==> src/rtl/addr_reg_pkg.sv <==
// rtl/addr_reg_pkg.sv - FunSel encodings and register index constants for addr_reg_bank
package addr_reg_pkg;

   typedef enum logic [1:0] {
      FUN_DEC  = 2'b00,
      FUN_INC  = 2'b01,
      FUN_LOAD = 2'b10,
      FUN_CLR  = 2'b11
   } fun_sel_e;

   localparam int IDX_PC  = 0;
   localparam int IDX_SP  = 1;
   localparam int IDX_AR0 = 2;

endpackage

==> src/rtl/addr_reg_cell.sv <==
// rtl/addr_reg_cell.sv - one address register with enable, function select and hold override
module addr_reg_cell
   import addr_reg_pkg::*;
#(
   parameter int               WIDTH     = 16,
   parameter logic [WIDTH-1:0] RESET_VAL = '0
) (
   input  logic             clk,
   input  logic             reset,
   input  logic             en,
   input  fun_sel_e         fun,
   input  logic             hold,
   input  logic [WIDTH-1:0] d,
   output logic [WIDTH-1:0] q
);

   // apply the selected operation when enabled; hold freezes the value even if enabled
   always_ff @(posedge clk) begin
      if (reset) begin
         q <= RESET_VAL;
      end else if (en && !hold) begin
         case (fun)
            FUN_DEC:  q <= q - 1'b1;
            FUN_INC:  q <= q + 1'b1;
            FUN_LOAD: q <= d;
            FUN_CLR:  q <= '0;
            default:  q <= q;
         endcase
      end
   end

endmodule

==> src/rtl/addr_reg_bank.sv <==
// rtl/addr_reg_bank.sv - PC/SP/AR register bank with PC shadow, dual read ports, optional SP bounds check (ADDR_REG_BANK_STACK_CHECK_EN)
module addr_reg_bank
   import addr_reg_pkg::*;
#(
   parameter int               WIDTH      = 16,
   parameter int               NREG       = 4,
   parameter int               SELW       = $clog2(NREG),
   parameter logic [WIDTH-1:0] RESET_PC   = '0,
   parameter logic [WIDTH-1:0] STACK_TOP  = 16'hFFFF,
   parameter logic [WIDTH-1:0] STACK_BASE = 16'hFF00
) (
   input  logic             Clock,
   input  logic             Reset,
   input  logic [WIDTH-1:0] I,
   input  logic [NREG-1:0]  RegSel,
   input  logic [1:0]       FunSel,
   input  logic [SELW-1:0]  OutCSel,
   input  logic [SELW-1:0]  OutDSel,
   input  logic             Snapshot,
   input  logic             Restore,
   input  logic             ClrFlags,
   output logic [WIDTH-1:0] OutC,
   output logic [WIDTH-1:0] OutD,
   output logic             SpOvf,
   output logic             SpUnf
);

   logic [WIDTH-1:0] regs [NREG];
   logic [WIDTH-1:0] shadow;
   logic             sp_hold;

   for (genvar k = 0; k < NREG; k++) begin : g_reg
      localparam logic [WIDTH-1:0] RV = (k == IDX_PC) ? RESET_PC :
                                        (k == IDX_SP) ? STACK_TOP : '0;
      logic             en;
      fun_sel_e         fun;
      logic [WIDTH-1:0] d;
      logic             hold;

      if (k == IDX_PC) begin : g_pc
         // Restore forces a load from the shadow, overriding whatever RegSel[0] asked for
         assign en   = RegSel[k] | Restore;
         assign fun  = Restore ? FUN_LOAD : fun_sel_e'(FunSel);
         assign d    = Restore ? shadow : I;
         assign hold = 1'b0;
      end else begin : g_other
         assign en   = RegSel[k];
         assign fun  = fun_sel_e'(FunSel);
         assign d    = I;
         assign hold = (k == IDX_SP) ? sp_hold : 1'b0;
      end

      addr_reg_cell #(
         .WIDTH     (WIDTH),
         .RESET_VAL (RV)
      ) u_cell (
         .clk   (Clock),
         .reset (Reset),
         .en    (en),
         .fun   (fun),
         .hold  (hold),
         .d     (d),
         .q     (regs[k])
      );
   end

   // shadow samples the pre-edge PC, so Snapshot with Restore swaps PC and shadow
   always_ff @(posedge Clock) begin
      if (Reset) begin
         shadow <= RESET_PC;
      end else if (Snapshot) begin
         shadow <= regs[IDX_PC];
      end
   end

`ifdef ADDR_REG_BANK_STACK_CHECK_EN
   logic dec_fault;
   logic inc_fault;

   // stack grows down: decrementing past the base overflows, incrementing past the top underflows
   assign dec_fault = RegSel[IDX_SP] && (FunSel == FUN_DEC) && (regs[IDX_SP] == STACK_BASE);
   assign inc_fault = RegSel[IDX_SP] && (FunSel == FUN_INC) && (regs[IDX_SP] == STACK_TOP);
   assign sp_hold   = dec_fault | inc_fault;

   // sticky flags; a new fault beats a simultaneous clear
   always_ff @(posedge Clock) begin
      if (Reset) begin
         SpOvf <= 1'b0;
         SpUnf <= 1'b0;
      end else begin
         if (dec_fault)     SpOvf <= 1'b1;
         else if (ClrFlags) SpOvf <= 1'b0;
         if (inc_fault)     SpUnf <= 1'b1;
         else if (ClrFlags) SpUnf <= 1'b0;
      end
   end
`else
   localparam logic [WIDTH-1:0] unused_stack_base = STACK_BASE;
   logic unused_clr_flags;

   assign unused_clr_flags = ClrFlags;
   assign sp_hold          = 1'b0;
   assign SpOvf            = 1'b0;
   assign SpUnf            = 1'b0;
`endif

   // read ports: out-of-range selects read the last register
   always_comb begin
      OutC = regs[NREG-1];
      OutD = regs[NREG-1];
      for (int k = 0; k < NREG; k++) begin
         if (int'(OutCSel) == k) OutC = regs[k];
         if (int'(OutDSel) == k) OutD = regs[k];
      end
   end

endmodule

==> config.mk <==
export PLATFORM = sky130hd
export DESIGN_NAME = addr_reg_bank
export DESIGN_NICKNAME = d
export VERILOG_FILES = /design/src/rtl/addr_reg_pkg.sv /design/src/rtl/addr_reg_cell.sv /design/src/rtl/addr_reg_bank.sv
export SDC_FILE = /design/constraint.sdc
export NUM_CORES = 1
export LEC_CHECK = 0
export CORE_ASPECT_RATIO = 0.9
export CORE_MARGIN = 2
export CORE_UTILIZATION = 50
export CTS_CLUSTER_SIZE = 12
export DETAILED_ROUTE_END_ITERATION = 10
export PLACE_DENSITY = 0.71
export RECOVER_POWER = 100
export SLEW_MARGIN = 20
export SYNTH_ARGS = -nofsm -noshare
export SYNTH_HDL_FRONTEND = slang
export SYNTH_SLANG_ARGS = --single-unit
==> constraint.sdc <==
create_clock -name Clock -period 10.3 [get_ports Clock]
set_input_delay 2.06 -clock Clock [delete_from_list [all_inputs] [get_ports Clock]]
set_output_delay 2.06 -clock Clock [all_outputs]
set_load 0.01 [all_outputs]
# --- Yosys cells after proc, flatten, opt, wreduce, memory -nomap -nowiden ---
# Index checks and enable logic that the tools add are counted.
word_totals:
  output_inout_bits: 34
  register_bits: 80
  in_bits: 31
  word_cells: 44
op_classes:
  n_reduce_logical: 4
  muxes: 14
  add_sub_neg: 8
  bitwise: 1
  eq_ne: 12
op_table:
  columns: ["op", "n"]
  rows:
  - ["$pmux W16 S4", 4]
  - ["$mux W16", 9]
  - ["$add A16 B1 Y16 const B", 4]
  - ["$sub A16 B1 Y16 const B", 4]
  - ["$eq A2 B2 Y1 const B", 8]
  - ["$eq A2 B1 Y1 const B", 4]
  - ["$logic_not A2 Y1", 4]
  - ["$mux W2", 1]
  - ["$or A1 B1 Y1", 1]

# --- Depth between registers and ports, before layout ---
logic_depth:
  word_depth: 5
  depth_mapped: 11

# --- Hierarchy ---
# A second synthesis with hierarchy kept.
unflattened:
  cells_unflattened: 875
  area_unflattened_um2: 7623.6
modules_own_cells:
  columns: ["module", "seq_area_each_um2", "cells_each", "instances", "area_per_inst_um2"]
  rows:
  - ["addr_reg_bank", 320.3, 116, 1, 1636.6]
  - ["addr_reg_cell (g_reg[3].u_cell)", 320.3, 203, 1, 1535.2]
  - ["addr_reg_cell (g_reg[2].u_cell)", 320.3, 203, 1, 1529.0]
  - ["addr_reg_cell (g_reg[0].u_cell)", 320.3, 186, 1, 1493.9]
  - ["addr_reg_cell (g_reg[1].u_cell)", 320.3, 167, 1, 1428.9]

# --- Worst setup path before layout ---
# Ideal clock, no wire load.
synth_path:
  path_kind: "input-to-reg"
  startpoint: "input port FunSel[1]"
  endpoint: "register g_reg[0].u_cell.q[15]"
  slack_ns: 4.756
  t_arrival_ns: 5.413
  cell_stages: 10
  cell_sequence: "nand2b_1 > nor2_1 > inv_1 > ha_1 > a2111o_1 > o22ai_1 > o21ai_0 > xnor2_1 > mux2i_1 > o22ai_1"
synth_between:
  elab_chain_len: 3
  word_cells_on_any_way: 6
synth_lines:
  columns: ["element", "line", "source"]
  rows:
  - ["from (decl)", "addr_reg_bank.sv:16", "input logic [1:0] FunSel,"]
  - ["$mux W2 (*)", "addr_reg_bank.sv:43", "assign fun = Restore ? FUN_LOAD : fun_sel_e'(FunSel);"]
  - ["$eq A2 B2 Y1 (tied with other cells)", "addr_reg_cell.sv:22", "case (fun)"]
  - ["$pmux W16 S4 (*)", "addr_reg_cell.sv:22", null]
  - ["to (signal assigned)", "addr_reg_cell.sv:23", "FUN_DEC: q <= q - 1'b1;"]
  - ["to (signal assigned)", "addr_reg_cell.sv:24", "FUN_INC: q <= q + 1'b1;"]
  - ["to (signal assigned)", "addr_reg_cell.sv:27", "default: q <= q;"]
  - ["to (decl)", "addr_reg_cell.sv:14", "output logic [WIDTH-1:0] q"]
# Mark *: on every way between the ends. The rest lies on a longest branch, timed or not.
# A chain may end at the register's enable or synchronous reset.

# --- Worst setup path after layout ---
layout_path:
  startpoint: "input port FunSel[0]"
  endpoint: "register g_reg[0].u_cell.q[15]"
# Same word-level chain as after synthesis.

==> run metrics <==
Crit path required time 10.50 ns; cts bufs inserted 9; Die Wd 130 um; Die H 117 um; M1 WL 8870 um; Worst Setup End Kind register; layout cells sized above 1 0.0736; CTS resizes 0; CP dominant cell by count o22ai_1; internal power 0.778 mW; switching share of power 0.355; Final Cycle Share 0.694; Cell variety after synth 66; Synth Warn # 0; CP max stage cell nand2b_1; Fin Clk Skew 0.00844 ns; Cell Rows 41; Die ar. 15,100 um2; cell with the most instances after synthesis nor2_1; Ports 65; antenna violations before repair 0; sw power 0.429 mW; CTS root buffer clkbuf_16; drt pass-1 iters 5; dpl ws 3.60 ns; Starting Density 0.508; measured slew at the worst slew-check pin 2.07 ns; Antenna Nets Post-Route 0; met3 wire len 1100 um; total length of routed wires 20,500 um; post-synthesis compound-gate area fraction 0.272; Critical Path End g_reg[0].u_cell.q[15]; number of global-route vias before repair 6,326; Inst Count DP 1,047; CTS tree done; post-CTS setup buffer count 0; wire length on met2 10,100 um; footprint of the multi-input gates 5150 um2; Synth top area share 0.226; Synth Area in Adders 0.115; final non-filler cell area 8050 um2; cells along the critical path dlygate4sd3_1 -> nand2b_1 -> nor2_1 -> inv_1 -> ha_1 -> a2111o_1 -> o22ai_1 -> o21ai_0 -> xnor2_1 -> mux2i_1 -> o22ai_1; core region area 14,000 um2; final hold vios 0; fin crit period 7.15 ns; mux cell area share after synthesis 0.145; Synth Area in XOR/XNOR 0.0494; Reg2Reg Launch Point g_reg[2].u_cell.q[0]; placer congestion estimate 0.886; setup ws final 3.15 ns; htree depth 3; largest family of logic cells by synthesized area compound AO/OA/AOI/OAI gates; Skew-Pair Late Insertion Delay 0.36 ns; reg-to-reg endpoint g_reg[2].u_cell.q[14]; Async S/R FF share, synth 0; post-synthesis simple-gate area fraction 0.152; Register Area 1600 um2; Seq/Total Area, Yosys 0.226; CP Launch Type primary input; post-DR wirelength/cell 19.3 um; Commonest cells post-synth nor2_1 (91), dfxtp_1 (80), o21ai_0 (65), a21oi_1 (61), ha_1 (59); worst setup path class primary input to register; cts-stage hold buffer count 0; largest net degree at the start of global routing 81; RSZ-0062 raised after global routing false; first-pass GRT wire length 32,700 um; Yosys reg bits 80; Buffers on Ports 61; clock power share 0.296; Yosys top cell by area dfxtp_1; placed cell area 7790 um2; failing checks capacitance limit, slew limit; final global-route overflow total 0; Layout fillers 1,302; Crit path arrival time 7.35 ns; Initial DRC Count 555; Slowest Stage Delay on Critical Path 1.20 ns; Max Cap Viol 1; nets@finish 959; fin cells 1,063; fmax 0.140 GHz; Post-Syn Area 7090 um2; # clock sinks 80; DRC 0; vias post-DR 6,714; EDFF count, synth 0; TNS Setup 0 ns; Syn Inst Count 833; Post-Syn Area per Cell 8.51 um2; max layer used met4; ys flop type dfxtp_1; Worst Path Buf+Inv 2; Slew headroom -0.377; via/cell ratio 6.32; PwrDens 150 nW/um2; dpl hpwl 15,200 um; reg2reg path depth 9; Comb power frac 0.392; Flop pwr share 0.312; P&R area growth vs syn 13.6%; ant diodes 0; worst hold path class register to register; Final setup viols 0; fin. max-slew vios 48; Top Family by Delay on Critical Path simple AND/OR/NAND/NOR gates; Critical Path Stages 11; main area contributors after synthesis dfxtp_1 (23%), ha_1 (10%), mux4_2 (10%); Worst R2R Setup Slack 7.41 ns; Leak 3.30 nW; Clock transition at path regs 0.06 ns; Max IR drop VDD 0.103 mV; crit path from FunSel[0]; Max Fanout on Critical Path 47; All-Layer GR Usage 0.279; Clock Path Buffers 2; status finished, violations left
## registers in the layout, indices dropped and copies added, names as in the netlist
name	flops
shadow	16
g.u_cell.q	64
## cells by family (layout without fill, tap and decap cells)
family | count (synthesis) | after routing
AOI/OAI and AO/OA | 281 | 281
DFF | 80 | 80
muxes | 63 | 63
buffers and inverters | 72 | 108
and+or+nand+nor | 233 | 233
other | 1 | 2
adders and majority gates | 63 | 63
xor gates and xnor gates | 40 | 40
## worst min-delay path by stage
| stage | start | to | slack [ns] | depth (start not counted) |
|---|---|---|---|---|
| 2_1_floorplan | shadow[6] | g_reg[0].u_cell.q[6] | 0.43 | 2 |
| 3_3_place_gp | shadow[6] | g_reg[0].u_cell.q[6] | 0.44 | 2 |
| 3_5_place_dp | shadow[6] | g_reg[0].u_cell.q[6] | 0.45 | 2 |
| 4_1_cts | shadow[6] | g_reg[0].u_cell.q[6] | 0.46 | 2 |
| 5_1_grt | shadow[6] | g_reg[0].u_cell.q[6] | 0.51 | 2 |
| 6_report | shadow[6] | g_reg[0].u_cell.q[6] | 0.46 | 2 |
## worst reg2reg max path: stages, from the launching register on
cell and delay, ns:
dfxtp_1 0.47, inv_1 0.11, fa_1 0.48, nor2b_1 0.23, o31a_1 0.23, o41ai_1 0.11
o21ai_0 0.48, a31oi_4 0.18, mux2i_1 0.15, or3_1 0.34
## area by class of cell
cell class | count | area share
Inverter | 25 | 0.0117
Tap cell | 193 | 0.0300
Timing Repair Buffer | 67 | 0.0789
Multi-Input combinational cell | 682 | 0.640
Sequential cell | 80 | 0.199
Clock inverter | 6 | 0.0113
Clock buffer | 10 | 0.0297
## layout by cell type, fill, tap and decap left out, drive strengths merged, types with 27 or more instances in the layout
| master | netlist | layout |
|---|---|---|
| a21oi | 61 | 61 |
| dfxtp | 80 | 80 |
| dlygate4sd3 | 0 | 35 |
| ha | 59 | 59 |
| mux2i | 31 | 31 |
| mux4 | 32 | 32 |
| nand2 | 47 | 47 |
| nor2 | 91 | 91 |
| nor3 | 27 | 27 |
| o21ai | 68 | 68 |
## per-stage QoR
step / hold slack, ns / power (mW) / utilization
6_report: 0.456 / 1.21 / 0.577
5_1_grt: 0.507 / 1.28 / 0.577
4_1_cts: 0.458 / 1.22 / 0.582
3_5_place_dp: 0.453 / 0.864 / 0.559
3_3_place_gp: 0.439 / 0.847 / 0.559
2_1_floorplan: 0.431 / 0.727 / -
## metal layers
layer,vias to the layer above,track usage
met4,0,0.0738
met3,29,0.0405
met5,-,0
li1,3196,-
met1,3269,0.363
met2,220,0.489
## power groups by stage
| stage | Clock, mW | Combinational [mW] | Sequential (mW) |
|---|---|---|---|
| floorplan | 0 | 0.362 | 0.365 |
| global placement | 0 | 0.470 | 0.378 |
| detailed placement | 0 | 0.483 | 0.381 |
| CTS | 0.363 | 0.486 | 0.374 |
| global route | 0.376 | 0.520 | 0.380 |
| finish | 0.358 | 0.473 | 0.376 |
Power figures use the tool's default switching activity.
